File: config.mk
export PLATFORM = sky130hd
export DESIGN_NAME = sumador_serie_param_flat
export DESIGN_NICKNAME = d
export VERILOG_FILES = /design/src/rtl/sumador_serie_param_if.sv /design/src/rtl/sumador_serie_param.sv /design/src/flat_wrapper.sv
export SDC_FILE = /design/constraint.sdc
export NUM_CORES = 1
export LEC_CHECK = 0
export CAP_MARGIN = 25
export CORE_MARGIN = 2
export CORE_UTILIZATION = 30
export DETAILED_ROUTE_END_ITERATION = 10
export GPL_TIMING_DRIVEN = 0
export PLACE_DENSITY_LB_ADDON = 0.15
export SYNTH_ARGS = -nofsm -noshare
export SYNTH_HDL_FRONTEND = slang
export SYNTH_SLANG_ARGS = --single-unit
export TNS_END_PERCENT = 5
File: constraint.sdc
create_clock -name Reloj -period 5.97 [get_ports Reloj]
set_clock_uncertainty 0.15 [all_clocks]
set_input_delay 0.8955 -clock Reloj [delete_from_list [all_inputs] [get_ports Reloj]]
set_output_delay 0.8955 -clock Reloj [all_outputs]
set_load 0.01 [all_outputs]
File: src/rtl/sumador_serie_param_if.sv
// Start/done handshake and operand/result bus of the slice-serial adder/subtractor.
interface sumador_serie_param_if #(
    parameter int ANCHO = 16
);
    logic             Inicio;
    logic [ANCHO-1:0] X;
    logic [ANCHO-1:0] Y;
    logic             Resta;
    logic             CarriEntrada;
    logic             Ocupado;
    logic             Listo;
    logic [ANCHO-1:0] Salida;
    logic             CarriSalida;
    logic             Desborde;

    modport master (
        output Inicio, X, Y, Resta, CarriEntrada,
        input  Ocupado, Listo, Salida, CarriSalida, Desborde
    );

    modport slave (
        input  Inicio, X, Y, Resta, CarriEntrada,
        output Ocupado, Listo, Salida, CarriSalida, Desborde
    );
endinterface

File: src/rtl/sumador_serie_param.sv
// Multi-cycle adder/subtractor: adds ANCHO_BLOQUE bits per clock, LSB slice first,
// with the inter-slice carry registered. Reports unsigned carry-out and signed overflow.
//
// state   | meaning
// REPOSO  | idle, waiting for Inicio; operands and carry captured on acceptance
// CALCULO | one slice added per edge, N edges in total
// FIN     | single cycle with Listo=1, result outputs valid
module sumador_serie_param #(
    parameter int ANCHO        = 16,
    parameter int ANCHO_BLOQUE = 4
) (
    input  logic                 Reloj,
    input  logic                 Reset,
    sumador_serie_param_if.slave bus
);
    localparam int N  = ANCHO / ANCHO_BLOQUE;
    localparam int CW = (N > 1) ? $clog2(N) : 1;
    localparam logic [CW-1:0] ULTIMO = CW'(N - 1);

    typedef enum logic [1:0] {
        REPOSO  = 2'd0,
        CALCULO = 2'd1,
        FIN     = 2'd2
    } estado_t;

    estado_t                 estado;
    estado_t                 estado_sig;
    logic [CW-1:0]           cuenta;
    logic [ANCHO-1:0]        op_a;
    logic [ANCHO-1:0]        op_b;
    logic                    acarreo;
    logic [ANCHO-1:0]        parcial;
    logic [ANCHO-1:0]        salida_q;
    logic                    carri_q;
    logic                    desborde_q;

    logic [ANCHO_BLOQUE-1:0] trozo_a;
    logic [ANCHO_BLOQUE-1:0] trozo_b;
    logic [ANCHO_BLOQUE:0]   suma_trozo;
    logic [ANCHO-1:0]        parcial_sig;
    logic                    carry_msb;
    logic                    ultimo;

    always_comb begin
        trozo_a     = op_a[ANCHO_BLOQUE-1:0];
        trozo_b     = op_b[ANCHO_BLOQUE-1:0];
        suma_trozo  = {1'b0, trozo_a} + {1'b0, trozo_b} + {{ANCHO_BLOQUE{1'b0}}, acarreo};
        parcial_sig = parcial >> ANCHO_BLOQUE;
        parcial_sig[ANCHO-1 -: ANCHO_BLOQUE] = suma_trozo[ANCHO_BLOQUE-1:0];
        // Carry into the top bit of the slice recovered from its sum bit and operand bits.
        carry_msb   = suma_trozo[ANCHO_BLOQUE-1] ^ trozo_a[ANCHO_BLOQUE-1] ^ trozo_b[ANCHO_BLOQUE-1];
        ultimo      = (cuenta == ULTIMO);
    end

    always_ff @(posedge Reloj or posedge Reset) begin
        if (Reset) begin
            estado <= REPOSO;
        end else begin
            estado <= estado_sig;
        end
    end

    always_comb begin
        estado_sig = estado;
        case (estado)
            REPOSO:  if (bus.Inicio) estado_sig = CALCULO;
            CALCULO: if (ultimo) estado_sig = FIN;
            FIN:     estado_sig = REPOSO;
            default: estado_sig = REPOSO;
        endcase
    end

    always_ff @(posedge Reloj or posedge Reset) begin
        if (Reset) begin
            cuenta     <= '0;
            op_a       <= '0;
            op_b       <= '0;
            acarreo    <= 1'b0;
            parcial    <= '0;
            salida_q   <= '0;
            carri_q    <= 1'b0;
            desborde_q <= 1'b0;
        end else begin
            case (estado)
                REPOSO: begin
                    if (bus.Inicio) begin
                        op_a    <= bus.X;
                        op_b    <= bus.Resta ? ~bus.Y : bus.Y;
                        acarreo <= bus.Resta ? 1'b1 : bus.CarriEntrada;
                        cuenta  <= '0;
                    end
                end
                CALCULO: begin
                    op_a    <= op_a >> ANCHO_BLOQUE;
                    op_b    <= op_b >> ANCHO_BLOQUE;
                    acarreo <= suma_trozo[ANCHO_BLOQUE];
                    parcial <= parcial_sig;
                    if (ultimo) begin
                        cuenta     <= '0;
                        salida_q   <= parcial_sig;
                        carri_q    <= suma_trozo[ANCHO_BLOQUE];
                        desborde_q <= carry_msb ^ suma_trozo[ANCHO_BLOQUE];
                    end else begin
                        cuenta <= cuenta + 1'b1;
                    end
                end
                default: ;
            endcase
        end
    end

    assign bus.Ocupado     = (estado != REPOSO);
    assign bus.Listo       = (estado == FIN);
    assign bus.Salida      = salida_q;
    assign bus.CarriSalida = carri_q;
    assign bus.Desborde    = desborde_q;
endmodule

File: src/flat_wrapper.sv
// flat-port wrapper written by rule: the top's interface ports become plain ports
module sumador_serie_param_flat 
#(
    parameter int ANCHO        = 16,
    parameter int ANCHO_BLOQUE = 4
)
  (Reloj, Reset, bus_Inicio, bus_X, bus_Y, bus_Resta, bus_CarriEntrada, bus_Ocupado, bus_Listo, bus_Salida, bus_CarriSalida, bus_Desborde);
  sumador_serie_param_if #(.ANCHO(ANCHO)) bus_i ();
  input  logic Reloj;
  input  logic Reset;
  input wire logic [$bits(bus_i.Inicio)-1:0] bus_Inicio;
  input wire logic [$bits(bus_i.X)-1:0] bus_X;
  input wire logic [$bits(bus_i.Y)-1:0] bus_Y;
  input wire logic [$bits(bus_i.Resta)-1:0] bus_Resta;
  input wire logic [$bits(bus_i.CarriEntrada)-1:0] bus_CarriEntrada;
  output wire logic [$bits(bus_i.Ocupado)-1:0] bus_Ocupado;
  output wire logic [$bits(bus_i.Listo)-1:0] bus_Listo;
  output wire logic [$bits(bus_i.Salida)-1:0] bus_Salida;
  output wire logic [$bits(bus_i.CarriSalida)-1:0] bus_CarriSalida;
  output wire logic [$bits(bus_i.Desborde)-1:0] bus_Desborde;
  assign bus_i.Inicio = bus_Inicio;
  assign bus_i.X = bus_X;
  assign bus_i.Y = bus_Y;
  assign bus_i.Resta = bus_Resta;
  assign bus_i.CarriEntrada = bus_CarriEntrada;
  assign bus_Ocupado = bus_i.Ocupado;
  assign bus_Listo = bus_i.Listo;
  assign bus_Salida = bus_i.Salida;
  assign bus_CarriSalida = bus_i.CarriSalida;
  assign bus_Desborde = bus_i.Desborde;
  sumador_serie_param #(.ANCHO(ANCHO), .ANCHO_BLOQUE(ANCHO_BLOQUE)) u_core (.Reloj(Reloj), .Reset(Reset), .bus(bus_i));
endmodule
==> results of run 1 <==
==> power by group through the flow <==
stage / Combinational (mW) / Clock, mW / Sequential (mW)
after floorplan: 0.561 / 0 / 0.759
after global placement: 0.842 / 0 / 0.772
after detailed placement: 0.857 / 0 / 0.776
after CTS: 0.859 / 0.343 / 0.767
after global routing: 0.947 / 0.362 / 0.791
final: 0.846 / 0.331 / 0.764
==> synth_stat cells (2+ instances only) <==
cell type  number  area share
nor2_1          2      0.0023
o21ai_1        42       0.063
buf_1           2      0.0023
xor2_1         17       0.045
buf_4           2      0.0045
mux2_1          4       0.014
a2bb2oi_1       2      0.0053
nand2_1        45       0.051
dfrtp_1        67        0.51
nand2b_1        3      0.0057
xnor2_1         3      0.0079
inv_1           5      0.0057
ha_1            4       0.015
fa_1            2       0.012
nor2b_1        32       0.060
a22oi_1        24       0.054
mux2_4          9       0.041
buf_2          12       0.018
a21oi_1        31       0.047
clkbuf_1        8      0.0090
==> worst max-delay path by stage <==
stage / to / cells after the start
global route: bus_Listo / 4
CTS: bus_Listo / 4
global placement: u_core.op_b[8]$_DFFE_PP0P_ / 2
floorplan: u_core.acarreo$_DFFE_PP0P_ / 1
finish: bus_Listo / 4
detailed placement: bus_Listo / 4
==> tightest hold or removal path: stages (launching register included) <==
cell and delay [ps]:
dfrtp_1 350, nand2_1 50, nand2_1 50
==> sequential cells by signal (all words and copies together) (netlist names) <==
| signal | count |
|---|---|
| u_core.bus.CarriSalida | 1 |
| u_core.estado | 2 |
| u_core.op_b | 16 |
| u_core.bus.Salida | 16 |
| u_core.parcial | 12 |
| u_core.op_a | 16 |
| u_core.acarreo | 1 |
| u_core.cuenta | 2 |
| u_core.bus.Desborde | 1 |
==> routing by layer <==
metal  wire length [µm]  part of all wire
met4                 37            0.0046
met1               3850              0.48
met2               3830              0.47
met5                  0                 0
met3                369             0.046
==> cells in the final DEF, fill, tap and decap left out, drive strengths merged <==
cell / instances
inv: 6
xnor2: 3
a2bb2oi: 2
clkinvlp: 1
clkdlybuf4s50: 55
o31ai: 1
mux2i: 1
mux2: 13
o21ai: 42
ha: 4
nand2: 46
buf: 17
clkbuf: 21
clkinv: 1
nor2b: 32
dfrtp: 67
nand2b: 3
a22o: 1
or2: 1
a21o: 1
fa: 2
xor2: 18
a21oi: 32
o2bb2ai: 1
a22oi: 24
o21bai: 1
nor2: 2
==> cell type report <==
class | count | area, µm² | area share
Clock inverter | 2 | 12.5 | 0.00297
Timing Repair Buffer | 55 | 551 | 0.131
Multi-Input combinational cell | 230 | 1500 | 0.356
Inverter | 6 | 25.0 | 0.00595
Tap cell | 140 | 175 | 0.0416
Sequential cell | 67 | 1680 | 0.398
Clock buffer | 13 | 149 | 0.0354
Buffer | 25 | 124 | 0.0294
==> kinds of logic (layout without fill, tap and decap cells) <==
logic type,after synthesis,after routing,share of synthesized area
AND/OR/NAND/NOR,84,84,0.124
XOR/XNOR,21,21,0.0577
flip-flops,67,67,0.505
multiplexers,14,14,0.0573
AO/OA/AOI/OAI,105,105,0.184
adder cells (fa/ha/maj),6,6,0.0271
buffers and inverters,31,101,0.0441
==> through the flow <==
step	worst slack (ps)	area [µm²]	util	hold slack (ps)
finish	2710	4210	0.388	330
global placement	1890	4050	0.373	312
global route	2550	4210	0.388	367
CTS	2690	4210	0.388	335
floorplan	3240	3320	-	296
detailed placement	3100	4050	0.373	317
==> run_results.csv, run 1 <==
group,metric,value,unit
outcome,status,"completed",
clocking,cts_resized,0,
route,drt-total-wl,8090,µm
grt,grt_max_degree,68,
clocking,path_clk_slew,70,ps
setup_path,cp-end-kind,"primary output",
power_and_ir_drop,irDropWorstVdd,0.165,mV
setup_path,crit_family,"buffers and inverters",
synth,synth_edf_count,0,
synth,synthFlopType,"dfrtp_1",
die,die_area,0.0119,mm²
power_and_ir_drop,switching_share,0.378,
hold_path,holdCritPathClass,"flop to flop",
sta,rsz0062_at_grt,"no",
sta,min_period_over_period,0.546,
run,maxCapViolations,0,
setup_path,crit_fanout,10,
setup_path,cpMaxStageDelayCell,"clkdlybuf4s50_1",
die,fp.coreArea,0.0108,mm²
sta,worst_slew_pin_slew,861,ps
setup_path,arrival,2220,ps
route,vias,2523,
clocking,root_buffer,"clkbuf_8",
route,route.detailed.drc,0,
cells_and_area,instances_no_fill,538,
power_and_ir_drop,total_power,1.94,mW
grt,antenna_found_initial,0,
clocking,hold_buffers,0,
clocking,htreeDepth,3,
power_and_ir_drop,clkPwrFrac,0.171,
synth,syn_area,0.00332,mm²
synth,synth_seq_cells,67,
die,initial_core_util,0.306,
power_and_ir_drop,p_switching,0.733,mW
grt,gr-usage-met2,0.248,
die,fp.dieH,109,µm
setup_path,r2r-end,"u_core.bus.Desborde$_DFFE_PP0P_",
hold_path,whs_path_depth,2,
cells_and_area,nFillCells,1116,
cells_and_area,layout.nets,437,
route,drtAntennaViolNets,0,
grt,grt_pass1_wl,13400,µm
grt,track_usage,0.148,
synth,ys_types,32,
power_and_ir_drop,power.internal,1.21,mW
die,die_width,109,µm
sta,tns,0,ps
setup_path,crit_chain,"buf_2 > buf_1 > nor2b_1 > clkdlybuf4s50_1",
sta,layout_min_cycle_time,3260,ps
setup_path,worstSetupStartpointType,"flop",
setup_path,required,4920,ps
setup_path,rr_worst_depth,8,
cells_and_area,drive_gt1_frac,0.103,
synth,yosysWarnings,0,
synth,synth_nets,371,
sta,setup_viol,0,
power_and_ir_drop,pwr_density_cell,461,mW/mm²
sta,hold_viol,0,
grt,grt_pass1_vias,2618,
synth,synth.avg_cell_area,10.1,µm²
clocking,post_cts_buffers,0,
grt,use_met1,0.189,
hold_path,min_from,"u_core.parcial[5]$_DFFE_PP0P_",
grt,grt_busiest_layer,"met2",
route,drt_iter0_markers,137,
setup_path,path_class,"flop to primary output",
placement,port_buffers,55,
placement,place_inst,523,
placement,gp_congestion,0.728,
sta,relSlewSlack,0.426,
cells_and_area,antenna_cells,0,
clocking,cts_tree,"done",
setup_path,reg2reg_slack,3840,ps
route,viasPerCell,4.69,
clocking,cts_sinks,67,
synth,netlist_instances,328,
hold_path,holdPathEnd,"u_core.parcial[5]$_DFFE_PP0P_",
sta,max_freq,307,MHz
clocking,cts_buffer_depth,2,
setup_path,critPathBufInv,3,
setup_path,cp-startpoint,"u_core.estado[1]$_DFFE_PP0P_",
setup_path,r2r-start,"u_core.op_a[0]$_DFFE_PP0P_",
route,dr.pass1.iters,4,
cells_and_area,area_growth,26.8,%
synth,async_reset_ff_frac,1.00,
sta,slew_viol_final,0,
grt,met3_usage,0.0424,
setup_path,cp_slowest_stage_delay,540,ps
power_and_ir_drop,p_leak,1.84,nW
clocking,cts_made_buffers,9,
synth,ys_seq_area_frac,0.505,
die,fp-row-count,38,
grt,grt-ovfl-total,0,
route,wl_per_cell,15.0,µm
placement,dpl.hpwl,5590,µm
clocking,clk_latency,340,ps
die,ios,57,
power_and_ir_drop,p_comb_frac,0.436,
power_and_ir_drop,seqPwrFrac,0.394,
Power figures use the tool's default switching activity.
==> run 2, diff against run 1 <==
==> constraint.sdc (replaced) <==
create_clock -name Reloj -period 3.1 [get_ports Reloj]
set_clock_uncertainty 0.15 [all_clocks]
set_input_delay 0.465 -clock Reloj [delete_from_list [all_inputs] [get_ports Reloj]]
set_output_delay 0.465 -clock Reloj [all_outputs]
set_load 0.01 [all_outputs]
==> results of run 2 <==
The final DEF is identical to that of run 1. Status: completed.
Main changes from that run: setup slack after placement 3100 ps -> 662 ps; setup slack after layout 2710 ps -> 268 ps; register-to-register setup slack 3840 ps -> 970 ps; total power 1.94 mW -> 3.74 mW; worst IR drop on VDD 0.165 mV -> 0.318 mV
==> run 3, diff against run 2 <==
--- a/config.mk
+++ b/config.mk
@@ -5,12 +5,14 @@
 export SDC_FILE = /design/constraint.sdc
 export NUM_CORES = 1
 export LEC_CHECK = 0
+export ABC_CLOCK_PERIOD_IN_PS = 3100
 export CAP_MARGIN = 25
 export CORE_MARGIN = 2
 export CORE_UTILIZATION = 30
 export DETAILED_ROUTE_END_ITERATION = 10
 export GPL_TIMING_DRIVEN = 0
 export PLACE_DENSITY_LB_ADDON = 0.15
+export SETUP_SLACK_MARGIN = 0.02
 export SYNTH_ARGS = -nofsm -noshare
 export SYNTH_HDL_FRONTEND = slang
 export SYNTH_SLANG_ARGS = --single-unit
==> results of run 3 <==
The final DEF is identical to that of run 1. Status: completed.
Main changes from that run: setup slack after placement 3100 ps -> 662 ps; setup slack after layout 2710 ps -> 268 ps; register-to-register setup slack 3840 ps -> 970 ps; total power 1.94 mW -> 3.74 mW; worst IR drop on VDD 0.165 mV -> 0.318 mV
